File: src/rtl/reg_file_2w_sb.sv
// Dual-write, dual-read register file with optional write-to-read bypass,
// optional hardwired zero register and a per-register busy scoreboard.
module reg_file_2w_sb #(
   parameter int DATA_WIDTH = 32,
   parameter int ADDR_WIDTH = 5,
   parameter int BYPASS     = 1,
   parameter int ZERO_REG   = 1
) (
   input  logic                  clock,
   input  logic                  reset,
   input  logic                  we0_in,
   input  logic [ADDR_WIDTH-1:0] waddr0_in,
   input  logic [DATA_WIDTH-1:0] wdata0_in,
   input  logic                  we1_in,
   input  logic [ADDR_WIDTH-1:0] waddr1_in,
   input  logic [DATA_WIDTH-1:0] wdata1_in,
   input  logic [ADDR_WIDTH-1:0] raddr1_in,
   input  logic [ADDR_WIDTH-1:0] raddr2_in,
   output logic [DATA_WIDTH-1:0] rdata1_out,
   output logic [DATA_WIDTH-1:0] rdata2_out,
   input  logic                  busy_set_in,
   input  logic [ADDR_WIDTH-1:0] busy_addr_in,
   output logic                  busy1_out,
   output logic                  busy2_out,
   output logic                  wconflict_out
);

   localparam int DEPTH = 2 ** ADDR_WIDTH;

   logic [DATA_WIDTH-1:0] mem_q [DEPTH];
   logic [DATA_WIDTH-1:0] mem_d [DEPTH];
   logic [DEPTH-1:0]      busy_q;
   logic [DEPTH-1:0]      busy_d;
   logic                  wconflict_q;
   logic                  wconflict_d;

   logic we0_ok;
   logic we1_ok;
   logic bset_ok;

   // With a hardwired zero register, anything aimed at address 0 is dropped here.
   always_comb begin
      we0_ok      = we0_in;
      we1_ok      = we1_in;
      bset_ok     = busy_set_in;
      if (ZERO_REG != 0) begin
         if (waddr0_in == '0)    we0_ok  = 1'b0;
         if (waddr1_in == '0)    we1_ok  = 1'b0;
         if (busy_addr_in == '0) bset_ok = 1'b0;
      end
      wconflict_d = we0_ok && we1_ok && (waddr0_in == waddr1_in);
   end

   // Per-entry decode: port 1 has priority over port 0, and a busy set beats
   // the writeback clear because it marks a newer producer.
   always_comb begin
      for (int i = 0; i < DEPTH; i++) begin
         logic hit0;
         logic hit1;
         logic hits;
         hit0 = we0_ok  && (waddr0_in    == ADDR_WIDTH'(i));
         hit1 = we1_ok  && (waddr1_in    == ADDR_WIDTH'(i));
         hits = bset_ok && (busy_addr_in == ADDR_WIDTH'(i));
         if (hit1)      mem_d[i] = wdata1_in;
         else if (hit0) mem_d[i] = wdata0_in;
         else           mem_d[i] = mem_q[i];
         busy_d[i] = hits | (busy_q[i] & ~(hit0 | hit1));
      end
   end

   always_ff @(posedge clock or negedge reset) begin
      if (!reset) begin
         for (int i = 0; i < DEPTH; i++) mem_q[i] <= '0;
         busy_q      <= '0;
         wconflict_q <= 1'b0;
      end else begin
         for (int i = 0; i < DEPTH; i++) mem_q[i] <= mem_d[i];
         busy_q      <= busy_d;
         wconflict_q <= wconflict_d;
      end
   end

   assign wconflict_out = wconflict_q;

   // Two identical read ports; the later assignments in the block win, so the
   // zero rule outranks port 1 bypass, which outranks port 0 bypass.
   for (genvar gi = 0; gi < 2; gi++) begin : g_rd
      logic [ADDR_WIDTH-1:0] ra;
      logic [DATA_WIDTH-1:0] rd;
      logic                  bz;

      assign ra = (gi == 0) ? raddr1_in : raddr2_in;

      always_comb begin
         rd = mem_q[ra];
         bz = busy_q[ra];
         if (BYPASS != 0) begin
            if (we0_in && (waddr0_in == ra)) begin
               rd = wdata0_in;
               bz = 1'b0;
            end
            if (we1_in && (waddr1_in == ra)) begin
               rd = wdata1_in;
               bz = 1'b0;
            end
         end
         if ((ZERO_REG != 0) && (ra == '0)) begin
            rd = '0;
            bz = 1'b0;
         end
      end
   end

   assign rdata1_out = g_rd[0].rd;
   assign rdata2_out = g_rd[1].rd;
   assign busy1_out  = g_rd[0].bz;
   assign busy2_out  = g_rd[1].bz;

endmodule

File: config.mk
export PLATFORM = sky130hd
export DESIGN_NAME = reg_file_2w_sb
export DESIGN_NICKNAME = d
export VERILOG_FILES = /design/src/rtl/reg_file_2w_sb.sv
export SDC_FILE = /design/constraint.sdc
export NUM_CORES = 2
export LEC_CHECK = 0
export CORE_ASPECT_RATIO = 0.8
export CORE_MARGIN = 2
export CORE_UTILIZATION = 30
export CTS_BUF_LIST = sky130_fd_sc_hd__clkbuf_8
export DETAILED_ROUTE_END_ITERATION = 8
export GPL_TIMING_DRIVEN = 0
export PLACE_DENSITY_LB_ADDON = 0.3
export SYNTH_ARGS = -nofsm -noshare
export SYNTH_HDL_FRONTEND = slang
export SYNTH_SLANG_ARGS = --single-unit
File: constraint.sdc
create_clock -name clock -period 3.87 [get_ports clock]
set_clock_uncertainty 0.05 [all_clocks]
set_input_delay 0.387 -clock clock [delete_from_list [all_inputs] [get_ports clock]]
set_output_delay 0.387 -clock clock [all_outputs]
set_load 0.02 [all_outputs]
==> run metrics <==
worst path required time=4.68 ns; Yosys warnings=0; setup ws final=-0.191 ns; area grow syn2layout=16.8%; Syn Std Cell Area=67000 µm²; Net Sw Power=0.0145 W; part of the cycle the worst path needs=105%; syn_nets=6680; TritonCTS clock tree=yes; Syn Inst Count=6586; Vias=64.7k; Gate power share=28.9%; wirelength, routed=395 mm; max incr delay on CP=1.22 ns; RSZ-0062 raised after global routing=true; layout cell share with drive strength beyond 1=17.0%; most frequent CP cell=clkbuf_1; Worst VDD drop=0.000363 V; die area=227000 µm²; synthesis-stage register bit count=1057; fill cell instance count of the final layout=22.6k; Final nets=7044; Core Area=222000 µm²; vias in the first global route=61.2k; Clock Tree Root=clkbuf_8; H-Tree Depth=4; CTS clk-pin slew, worst paths=0.06 ns; Overflow after GRT=0; area occupied by multi-input gates=37600 µm²; number of buffers created by CTS=192; Max Root-Sink Buffers=3; Cell Pwr Density=507 nW/µm²; initial antenna violation count=32; Startpoint Class=input port; drt pass-1 iters=9; crit path DAT=4.87 ns; die width=532 µm; Util after Layout=35.1%; height of the die=427 µm; synth unique cells=61; Worst path slowest cell=clkbuf_1; CTS sink count=1057; first-pass GRT wire length=524 mm; Top Ports=161; Slew @ Worst Pin=1.68 ns; max frequency=0.246 GHz; Initial DRC Count=11.9k; Clock Latency Late Sink=1.07 ns; Crit path max-delay family=buffers and inverters; synthesized area per cell=10.2 µm²; switch share=36.5%; cells along the critical path=dlygate4sd2_1, buf_4, and2_1, clkbuf_1, nand4_1, clkbuf_1, nand2_1, clkbuf_1, nor2_1, a21oi_1; Antenna Nets Post-Route=0; ys async rst share=100%; Worst setup EP type=flop; Reg area=26500 µm²; critical path class=in -> reg; clock period minus worst slack=4.06 ns; Final Wtd Congestion=1.03; clock network fraction of design power=29.7%; Initial Util=30.1%; vias per cell=6.40; Pins Over Slew Limit=138; HPWL Detailed=278 mm; I/O Buffers=115; HP Class=in -> reg; EDFF count, synth=0; Synth Flop Type=dfrtp_1; status=finished with violations; global router's overall resource usage=33.6%; Critical Path Fanout Max=10; Leakage=33.8 nW; internal cell power=0.0251 W; worst path bufs/invs=5; Max-slew headroom=-12.0%; largest net degree at the start of global routing=160; Row Count=155; sequential share of power=41.4%; Setup Viol. Count Final=75; DR DRC count=0; failing checks=capacitance limit, slew limit, setup timing; maxcap violations=15; Seq/Total Area, Yosys=39.5%; Setup WS pre-CTS=-2.77 ns; per-cell routed wire length=39.1 µm; final hold violation count=0
-- cells in the final DEF (no fill, tap or decap), types with 34 or more instances in the layout --
master	netlist	final
clkbuf_8	0	266
dlygate4sd2_1	0	53
nor4_1	36	35
mux2_2	38	38
dfrtp_1	1057	1057
clkbuf_1	513	391
a22o_1	62	61
buf_6	11	42
o221ai_1	90	82
buf_4	21	48
a21oi_1	751	751
mux2i_1	1236	1234
nand2_1	422	420
buf_1	113	99
and2_1	39	38
nor3_1	41	38
buf_2	178	133
mux4_2	400	400
dlygate4sd3_1	0	35
clkbuf_2	0	64
a211oi_1	92	67
o21ai_0	34	34
nor2_1	810	803
clkbuf_4	0	39
clkdlybuf4s50_1	0	49
o21ai_1	315	315
inv_1	51	104
-- sequential cells by signal, indices dropped and copies added (netlist names) --
name,cells
mem_q,1024
busy_q,32
wconflict_out,1
-- cell usage after synthesis, types with 8 or more instances --
cell      count  area share (%)
buf_1       113            0.63
mux2_2       38            0.64
o221ai_1     90             1.2
clkbuf_1    513             2.9
nor2_1      810             4.5
mux2i_1    1236              18
a221o_1      30            0.45
nor2b_1      22            0.21
buf_4        21            0.24
xor2_1        8            0.10
and2_1       39            0.36
a211oi_1     92             1.0
inv_1        51            0.29
o22ai_1      36            0.34
nand4_1      10           0.093
nor4_1       36            0.34
a21o_1        9            0.10
xnor2_1      15            0.20
nand2b_1     10           0.093
a21oi_1     751             5.6
buf_6        11            0.18
nand2_1     422             2.4
buf_2       178             1.3
a22o_1       62            0.81
o21ai_1     315             2.4
nor3_1       41            0.31
o21ai_0      34            0.25
nor4b_1      30            0.39
mux4_2      400              13
dfrtp_1    1057              40
nand3_1       8           0.060
o32ai_1      31            0.41
-- through the flow --
step | power, W | hold slack [ns] | setup TNS, ns | instances | area (µm²)
floorplan | 0.0228 | 0.0414 | 0 | 6586 | 67000
global placement | 0.0268 | 0.406 | - | 9684 | 71800
detailed placement | 0.0272 | 0.202 | -406.73 | 9695 | 72200
CTS | 0.0389 | 0.0209 | 0 | 10079 | 78000
global route | 0.0408 | 0.0638 | -0.0378 | 10094 | 78200
finish | 0.0396 | 0.0605 | -5.44 | 10103 | 78200
-- tightest hold or removal path, cell delays in order --
cell and delay (ns):
clkdlybuf4s50_1 0.48, nand3_1 0.12, o21ai_1 0.07
-- cell families after synthesis --
family	Yosys count	share of synthesized area, %
muxes	1675	32.6
AOI/OAI and AO/OA	1480	12.9
and+or+nand+nor	1461	9.14
DFF	1057	39.5
buffers and inverters	890	5.56
xor gates and xnor gates	23	0.301
-- final cells by class --
| class | count | area share, % |
|---|---|---|
| multi-input cells | 4639 | 48.1 |
| clock inverters | 94 | 0.754 |
| plain buffers | 835 | 5.47 |
| repair buffers | 171 | 2.38 |
| flip-flops and latches | 1057 | 33.8 |
| clock buffers | 248 | 4.37 |
| diodes | 22 | 0.0704 |
| well taps | 2983 | 4.77 |
| inverters | 54 | 0.259 |
-- metal layers --
layer	vias to the layer above	global-route usage [%]	routed length (µm)
met2	5777	45.4	155000
met5	-	0.209	114
li1	24727	-	-
met4	10	19.1	26700
met1	32919	43.0	149000
met3	1269	16.5	63900
-- what timing repair did --
item	CTS	global route
resized for setup	473	47
setup buffers	7	0
hold buffers	36	0
setup endpoints to repair	124	27
endpoints found under the hold margin	551	0
pin swaps	4	1
-- power by group through the flow --
| stage | registers (W) | logic, W | clock network [W] |
|---|---|---|---|
| 3_3_place_gp | 0.0163 | 0.0105 | 0 |
| 6_report | 0.0164 | 0.0114 | 0.0118 |
| 5_1_grt | 0.0167 | 0.0120 | 0.0121 |
| 3_5_place_dp | 0.0164 | 0.0108 | 0 |
| 4_1_cts | 0.0162 | 0.0110 | 0.0116 |
| 2_1_floorplan | 0.0156 | 0.00723 | 0 |
-- path summary, 6_finish.rpt --
check                                   startpoint                       to  slack (ns)  cells after the start
setup / recovery                      waddr1_in[1]   mem_q[408]$_DFFE_PN0P_       -0.19                     10
hold reg to reg            mem_q[1022]$_DFFE_PN0P_  mem_q[1022]$_DFFE_PN0P_        0.43                      1
min in group asynchronous                    reset   mem_q[295]$_DFFE_PN0P_        0.54                      4
hold / removal                     busy_addr_in[0]     busy_q[31]$_DFF_PN0_        0.06                      3
setup reg to reg            mem_q[751]$_DFFE_PN0P_   mem_q[751]$_DFFE_PN0P_        2.94                      2
max in group asynchronous                    reset   mem_q[922]$_DFFE_PN0P_        1.52                      5
Power figures use the tool's default switching activity.
